## src/rtl/status_wr_arbiter.sv

```systemverilog
// Arbitrates ALU and decoder writes to the status register, round-robin under contention.
// Define STATUS_SHADOW_EN to add a one-entry save/restore shadow of the status register.
module status_wr_arbiter #(
  parameter int NumStatusBits = 2
) (
  input  logic                     clk,
  input  logic                     res_n,
  input  logic                     alu_req,
  input  logic [NumStatusBits-1:0] alu_status_in,
  output logic                     alu_ack,
  input  logic                     dec_req,
  input  logic [NumStatusBits-1:0] dec_status_in,
  output logic                     dec_ack,
  input  logic [NumStatusBits-1:0] status_cur,
  input  logic                     save_req,
  input  logic                     restore_req,
  output logic                     shadow_ack,
  output logic                     shadow_valid,
  output logic                     wr_en,
  output logic                     sel_stat_in_alu_decoder,
  output logic [NumStatusBits-1:0] alu_status,
  output logic [NumStatusBits-1:0] dec_status,
  output logic                     busy
);
  localparam logic [0:0] IDLE  = 1'b0;
  localparam logic [0:0] WRITE = 1'b1;

  logic [0:0] state;
  logic       last_grant;  // 1 = ALU won the last contended/uncontended grant

`ifdef STATUS_SHADOW_EN
  logic [NumStatusBits-1:0] shadow;
`else
  logic unused;
  assign unused       = ^{save_req, restore_req, status_cur};
  assign shadow_ack   = 1'b0;
  assign shadow_valid = 1'b0;
`endif

  assign busy = state[0];

  always_ff @(posedge clk) begin
    if (!res_n) begin
      state                   <= IDLE;
      wr_en                   <= 1'b0;
      alu_ack                 <= 1'b0;
      dec_ack                 <= 1'b0;
      sel_stat_in_alu_decoder <= 1'b0;
      alu_status              <= '0;
      dec_status              <= '0;
      last_grant              <= 1'b0;
`ifdef STATUS_SHADOW_EN
      shadow_ack              <= 1'b0;
      shadow_valid            <= 1'b0;
      shadow                  <= '0;
`endif
    end else begin
      wr_en   <= 1'b0;
      alu_ack <= 1'b0;
      dec_ack <= 1'b0;
`ifdef STATUS_SHADOW_EN
      shadow_ack <= 1'b0;
`endif
      if (state == WRITE) begin
        state <= IDLE;
      end else begin
`ifdef STATUS_SHADOW_EN
        if (restore_req) begin
          shadow_ack <= 1'b1;
          // Restore reuses the decoder data path; an empty shadow just acks.
          if (shadow_valid) begin
            dec_status              <= shadow;
            sel_stat_in_alu_decoder <= 1'b0;
            wr_en                   <= 1'b1;
            shadow_valid            <= 1'b0;
            state                   <= WRITE;
          end
        end else if (save_req) begin
          shadow       <= status_cur;
          shadow_valid <= 1'b1;
          shadow_ack   <= 1'b1;
        end else begin
`endif
          if (alu_req && (!dec_req || !last_grant)) begin
            alu_status              <= alu_status_in;
            sel_stat_in_alu_decoder <= 1'b1;
            wr_en                   <= 1'b1;
            alu_ack                 <= 1'b1;
            last_grant              <= 1'b1;
            state                   <= WRITE;
          end else if (dec_req) begin
            dec_status              <= dec_status_in;
            sel_stat_in_alu_decoder <= 1'b0;
            wr_en                   <= 1'b1;
            dec_ack                 <= 1'b1;
            last_grant              <= 1'b0;
            state                   <= WRITE;
          end
`ifdef STATUS_SHADOW_EN
        end
`endif
      end
    end
  end
endmodule

```

## config.mk

```make
export PLATFORM = sky130hd
export DESIGN_NAME = status_wr_arbiter
export DESIGN_NICKNAME = d
export VERILOG_FILES = /design/src/rtl/status_wr_arbiter.sv
export SDC_FILE = /design/constraint.sdc
export NUM_CORES = 1
export LEC_CHECK = 0
export CAP_MARGIN = 30
export CORE_AREA = 2 2 39 41
export DETAILED_ROUTE_END_ITERATION = 6
export DIE_AREA = 0 0 41 43
export GPL_ROUTABILITY_DRIVEN = 0
export HOLD_SLACK_MARGIN = 0.12
export PLACE_DENSITY = 0.66
export SLEW_MARGIN = 20
export SYNTH_ARGS = -nofsm -noshare
export SYNTH_HDL_FRONTEND = slang
export SYNTH_SLANG_ARGS = --single-unit
export TNS_END_PERCENT = 10
```

## constraint.sdc

```tcl
create_clock -name clk -period 1 [get_ports clk]
set_input_delay 0.25 -clock clk [delete_from_list [all_inputs] [get_ports clk]]
set_output_delay 0.25 -clock clk [all_outputs]
set_load 0.05 [all_outputs]
```

After elaboration in Yosys (flattened, before gate mapping). Cells that the tools add are included.

Output and inout port bits: 11. Input bits: 12. Register bits: 8.

Reductions and logical operators: 10. Multiplexer cells: 5. Bitwise gates (word level): 3.

Operator list (number): $mux W1 (5); $reduce_and A2 Y1 (2); $not A1 Y1 (3); $reduce_and A3 Y1 (1); $reduce_or A3 Y1 (1); $logic_not A1 Y1 (2); $reduce_bool A2 Y1 (1); $reduce_or A2 Y1 (1); $logic_and A1 B1 Y1 (1); $logic_or A1 B1 Y1 (1).

Longest topological paths before layout.
Depth after elaboration: 5. Gate-level depth with buffers: 3. Depth with buffers taken out: 3.

Worst setup path after synthesis. OpenSTA, ideal clock, no wires.

Path type: register to register. From: reg state (netlist: busy). To: reg dec_ack. Clock period less this slack: 1251 ps. Buffers on the path: 0. Slack: -251 ps. Cell stages (with the launch flop): 4. Arrival: 1135 ps. Path through: dfxtp_1 nand2b_4 a21oi_2 and2_2.

Cells in the longest elaborated chain, start to end: 1.

Ends and longest elaborated chain: start, declared (RTL line 28) `logic [0:0] state;`; start signal, assigned (RTL line 44) `state <= IDLE;`; start signal, assigned (RTL line 65) `state <= IDLE;`; start signal, assigned (RTL line 90) `state <= WRITE;`; $reduce_or A3 Y1 (no line); end signal, assigned (RTL line 47) `dec_ack <= 1'b0;`; end signal, assigned (RTL line 60) `dec_ack <= 1'b0;`; end signal, assigned (RTL line 95) `dec_ack <= 1'b1;`; end, declared (RTL line 13) `output logic dec_ack,`.

No other way between the ends. A chain may end at the register's enable or synchronous reset.

==> summary.md <==
| Metric | Value |
|---|---|
| Worst path depth | 2 |
| RSZ-0062 raised after global routing | yes |
| Max Clock Skew | 10.7 ps |
| Synth async-reset ratio | 0% |
| Clk sinks | 8 |
| Critical path cell sequence | buf_6, buf_12 |
| Area contributors post-synth | dfxtp_1 46%, mux2i_1 12%, nand2_1 8.7%, buf_4 6.5%, a21oi_2 5.1% |
| Drt via density | 4.30 |
| Met2 WL | 423 um |
| Placed instance area | between 600 and 700 um^2 |
| Area growth syn-to-layout | 96.4% |
| Failing checks | setup timing |
| Largest net degree at the start of global routing | 13 |
| Critical Path AT | about 870 ps |
| Yosys warns | 0 |
| Ant. Diodes | 0 |
| Register area | 175 um^2 |
| Site Rows | 14 |
| Gr usage total | a little over a tenth |
| Primary FF master, synth | dfxtp_1 |
| Max_cap viols | 0 |
| CP endpoint kind | primary output |
| Metal-1 WL | 289 um |
| Die span in y | approximately 43 um |
| Fillers | 128 |
| Netlist cell types | 16 |
| Delay-heaviest family, CP | flip-flops |
| Period utilization | 112% |
| Setup Viol. Count Final | 4 |
| Leading area contributor after synthesis | dfxtp_1 |
| Share of the yosys chip area belonging to registers | 46.2% |
| First-pass GRT wire length | 1210 um |
| Flops & latches, synth | 8 |
| CP endpoint | wr_en |
| Area of the multi-input gates | 174 um^2 |
| Reg-to-reg startpoint | busy$_SDFF_PP0_ |
| Startpoint types | flop |
| Post-route cell area | 681 um^2 |
| WL per Instance | approximately 10 um |
| Slew Viols, Final | 0 |
| Clock Latency Late Sink | ~260 ps |
| Initial core utilization | around 25% |
| Hold Fails Final Rpt | 0 |
| Total CTS buffers | 3 |
| Crit-path slowest cell | dfxtp_4 |
| Final worst path period need | 1120 ps |
| Nets | 71 |
| H-tree depth | 1 |
| Leakage dissipation | approximately 0.28 nW |
| CP max FO | 4 |
| Via count | between 300 and 400 |
| Width of the chip | around 41 um |
| Max layer used | met4 |
| Synth top cells by count | 8 x dfxtp_1, 8 x nand2_1, 4 x mux2i_1 |
| CTS clk-pin slew, worst paths | 60 ps |
| CTS root buf | clkbuf_4 |
| Worst endpoint required time | about 750 ps |
| CTS tree | built |
| Initial antenna violation count | 0 |
| Pwr dens | 1410 mW/mm^2 |
| Met3 wire len | 51 um |
| Final WS setup | -124 ps |
| WHS | between 400 and 500 ps |
| Top Ports | 23 |
| Global route overflow | 0 |
| DP HPWL | a little under 600 um |
| Iteration-0 DRC Markers | 3 |
| Vias in the first global route | 302 |
| CP startpoint | busy$_SDFF_PP0_ |
| Final core area utilization | just under 50% |
| WP buf/inv | 2 |
| Worst vdd ir | 0.615 mV |
| Flop2flop setup slack | approximately 30 ps |
| FMAX | 889 MHz |
| Core Region | 0.00138 mm^2 |
| First-pass iteration count of the detailed router | 2 |
| Post-synth top area share | between 40% and 50% |
| DRC | 0 |
| Crit Path Category | reg2out |
| Worst-case clock buffer depth | 2 |
| Buffers on Ports | 16 |
| Status | finished with violations |
| Synthesized area | 347 um^2 |
| # hold bufs at CTS | 0 |
| Share of post-route cells with drive strength above 1 | between 40% and 50% |
| Cells after Synth | 37 |
| Worst reg2reg path depth | 3 |
| CP max stage delay | about 350 ps |
| HP Class | reg2reg |
| Syn Area/Cell | 9.37 um^2 |
| Final ANT Viol Nets | 0 |
| DIE AREA | 0.00176 mm^2 |
| FF-to-FF End | alu_status[1]$_SDFFE_PN0P_ |
| Total wire length | 776 um |
| Post-synth EDFFs | 0 |
[metrics by stage]
step | cells | power, mW | TNS (ps) | setup WS (ps)
floorplan | 38 | 0.527 | -47.1 | -23.6
global placement | 69 | 0.675 | -2040 | -309
detailed placement | 69 | 0.680 | -2510 | -432
CTS | 74 | 0.957 | -305 | -129
global route | 74 | 1.01 | -533 | -153
finish | 74 | 0.957 | -277 | -124
[layout make-up]
type | count | share of cell area [%]
repair buffers | 20 | 41.4
flip-flops and latches | 8 | 25.7
multi-input cells | 25 | 25.6
clock buffers | 4 | 3.86
well taps | 16 | 2.94
inverters | 1 | 0.551
[sequential cells by signal, indices dropped and copies added (netlist names)]
signal and flops:
alu_ack 1, alu_status 2, busy 1, dec_ack 1, dec_status 2, last_grant 1
[worst reg2reg max path: stages, from the launching register on]
cell and delay [ps]:
dfxtp_4 350, nand2b_1 170, a21oi_4 170, mux2i_1 200
[power breakdown]
| group | internal, mW | switching [mW] | leakage, nW | total [mW] |
|---|---|---|---|---|
| Clock | 0.153 | 0.115 | 0.0150 | 0.268 |
| Combinational | 0.158 | 0.161 | 0.196 | 0.319 |
| Sequential | 0.344 | 0.0261 | 0.0695 | 0.370 |
[worst min path at each step]
stage	start	endpoint	slack, ps	depth (start not counted)
after floorplan	alu_status_in[0]	alu_status[0]$_SDFFE_PN0P_	390	2
after global placement	alu_status[0]$_SDFFE_PN0P_	alu_status[0]$_SDFFE_PN0P_	480	2
after detailed placement	alu_status[1]$_SDFFE_PN0P_	alu_status[1]$_SDFFE_PN0P_	490	2
after CTS	alu_status[0]$_SDFFE_PN0P_	alu_status[0]$_SDFFE_PN0P_	490	2
after global routing	alu_status[1]$_SDFFE_PN0P_	alu_status[1]$_SDFFE_PN0P_	500	2
final	alu_status[0]$_SDFFE_PN0P_	alu_status[0]$_SDFFE_PN0P_	480	2
[per-layer routing]
layer  vias up  track usage [%]
li1        154                -
met1       147             11.5
met2        15             16.3
met3         2             3.66
met4         0             8.00
met5         -                0
[timing repair]
item	4_1_cts	5_1_grt
setup endpoints to repair	14	12
hold endpoints to repair	0	0
gates resized for setup	10	2
setup buffers	1	0
pin swaps	1	0
cloned	0	0
[cell families after synthesis]
group | Yosys count | synth area share [%]
mux | 4 | 11.6
buf+inv | 5 | 9.02
compound gates | 3 | 6.50
simple gates | 16 | 25.6
flops | 8 | 46.2
other cells | 1 | 1.08
[cells in the final DEF (no fill, tap or decap), types with 2 or more instances in the layout]
master	count
buf_4	3
nor3b_1	2
clkbuf_4	3
a21oi_4	2
conb_1	2
nand2_1	8
dfxtp_2	6
dlygate4sd2_1	2
dfxtp_4	2
mux2i_1	4
clkdlybuf4s50_1	5
buf_12	9
(Power assumes the default switching activity.)
==> RTL change, RTL diff (same settings) <==
Add a define of `STATUS_SHADOW_EN`.
--- a/src/rtl/status_wr_arbiter.sv
+++ b/src/rtl/status_wr_arbiter.sv
@@ -2,2 +2,4 @@
 // Define STATUS_SHADOW_EN to add a one-entry save/restore shadow of the status register.
+`define STATUS_SHADOW_EN
+
 module status_wr_arbiter #(
Function: changed (a bounded check fails within 4 cycles, from zero or initial values).
==> RTL change against the original RTL <==
- the flow still finishes with violations (setup timing)
- area after synthesis up 70%
- routed wire length increased by 97%
- final area is 63% higher
- critical path depth did not move
- synthesized cell count rose by 57%
- via count rose by 76%
- worst setup slack lost 0.063 ns
- sequential cell count is 5 higher
- total power rose by 36%
- combinational power rose by 27%
- global-route usage increased by 9.3 points
- highest routed layer is now met3
- utilization grew 31 points
==> RTL change: results (changes against the original RTL) <==
CTS
  • Clock Latency Late Sink: 0.28 ns (was 0.26 ns)
  • Root buf cell: clkbuf_4 (unchanged)
  • Clock Pin Slew Worst Setup and Hold Paths: 0.08 ns (was 0.06 ns)
  • Max Root-Sink Buffers: 2 (unchanged)
  • H-tree Lvls: 1 (unchanged)
  • Total CTS buffers: 3 (unchanged)

Synthesis
  • Post-synth top cells: 13 x dfxtp_1, 5 x nor2b_1, 4 x mux2i_1 (was 8 x dfxtp_1, 8 x nand2_1, 4 x mux2i_1)
  • Synth Warn #: 0 (unchanged)
  • Mapped Nets: 70
  • Synth area leaders: dfxtp_1 44%, mux2i_1 6.8%, nor2b_1 5.3% (was dfxtp_1 46%, mux2i_1 12%, nand2_1 8.7%)
  • Register area share after synthesis: 44.1% (was 46.2%)
  • Yosys cell types: 29 (was 16)
  • Most common cell in the netlist: dfxtp_1

Place
  • HPWL Detailed: 1010 µm (was 583 µm)
  • Placed Area: 977 µm² (was 621 µm²)
  • PortBufs: 22 (was 16)

Worst setup path
  • FF-to-FF path depth: 4 (was 3)
  • CP top delay family: flip-flops (unchanged)
  • Worst path slowest cell: dfxtp_4 (unchanged)
  • Data arrival time of the worst path: 0.94 ns (was 0.87 ns)
  • Worst-path fanout max: 6 (was 4)
  • R2r setup slk: -0.13 ns (was 0.03 ns)
  • Max incr delay on CP: 0.41 ns (was 0.35 ns)

Cells and area
  • Share of post-route cells with drive strength above 1: 58.7% (was 48.3%)
  • Final nets: 105 (was 71)
  • Multi-input logic area: 343 µm² (was 174 µm²)
  • Biggest regs: alu_status x2, dec_status x2, shadow x2 (was alu_status x2, dec_status x2)
  • N_diodes: 0 (unchanged)
  • FILL cells: 84 (was 128)

GRT
  • Antenna violations before repair: 0 (unchanged)
  • Vias in the first global route: 566 (was 302)
  • First-pass GRT wire length: 2350 µm (was 1210 µm)
  • Tot GR Track Use: 20.0% (was 10.7%)
  • Pin count of the biggest net entering global routing: 8 (was 13)

Flow run
  • Max-cap violations: 0 (unchanged)

Min path
  • Worst Hold Launch: dec_req (was alu_status[0])
  • Hold Path Cell Cnt: 2 (unchanged)
  • Worst hold path type: in -> reg (was reg -> reg)

Routing
  • Final wirelength: 1530 µm (was 776 µm)
  • Via count: 561 (was 318)
  • Routed Antenna Nets: 0 (unchanged)
  • Initial drt markers: 7 (was 3)
  • Detailed Routing Iterations Pass 1: 4 (was 2)

STA
  • Final Worst Setup Slack: -0.188 ns (was -0.124 ns)
  • Worst-case clock skew: 0.00847 ns (was 0.0107 ns)
  • Final setup violation count: 21 (was 4)

Pwr
  • Static Leak: 0.000456 µW (was 0.000280 µW)
  • Max IR drop VDD: 0.000888 V (was 0.000615 V)

Run status
  • Outcome: finished with violations (unchanged)
  • Violated checks: setup timing (unchanged)
-- RTL change: changes by cell type after synthesis, sizes merged, moves of 2 or more --
cell / change
buf: -2
clkbuf: +2
dfxtp: +5
mux2: +2
nand2: -5
nor2: +2
nor2b: +4
nor3: +3
-- RTL change: path summary, 6_finish.rpt --
check / endpoint
max reg2reg: alu_status[0]
max: wr_en
min reg2reg: sel_stat_in_alu_decoder
min: dec_ack
-- RTL change: kinds of logic (layout without fill, tap and decap cells) --
group / Yosys count / after routing / share of synthesized area [%]
flops: 13 / 13 / 44.1
compound gates: 10 / 10 / 12.9
simple gates: 24 / 24 / 26.9
buf+inv: 5 / 39 / 5.51
mux: 6 / 6 / 10.6
-- RTL change: power by group --
part	switching (µW)	internal (µW)
combinational	184	220
clock	166	155
sequential	28.1	548
-- RTL change: repair_timing --
| action | CTS | global route |
|---|---|---|
| gates resized for setup | 17 | 10 |
| buffers inserted | 2 | 1 |
| setup endpoints to repair | 23 | 24 |
| cloned | 1 | 0 |
| pin swaps | 5 | 9 |
| hold endpoints to repair | 0 | 0 |
-- RTL change: cell type report --
class / instances / area share, %
repair buffers: 34 / 39.7
multi-input cells: 40 / 30.9
flip-flops and latches: 13 / 24.8
clock buffers: 4 / 2.37
well taps: 16 / 1.81
inverters: 1 / 0.339
-- RTL change: per-stage QoR --
step	hold slack [ns]	TNS (ns)	total power (µW)	cells	setup WS (ns)
2_1_floorplan	0.392	-1.32	758	58	-0.220
3_3_place_gp	0.481	-6.47	939	100	-0.621
3_5_place_dp	0.488	-6.60	943	100	-0.622
4_1_cts	0.451	-1.91	1290	107	-0.186
5_1_grt	0.475	-2.07	1360	108	-0.216
6_report	0.466	-1.31	1300	108	-0.188
-- RTL change: worst reg2reg max path, stage by stage (launching register included) --
cell	delay, ns
dfxtp_4	0.39
nor3_4	0.14
and3_4	0.24
mux2i_1	0.20
nor2b_1	0.06
-- RTL change: layer usage --
metal / global-route usage [%] / part of all wire, %
met3: 7.33 / 4.6
met2: 32.8 / 56
met5: 0 / 0
met1: 21.8 / 39
met4: 8.67 / 0
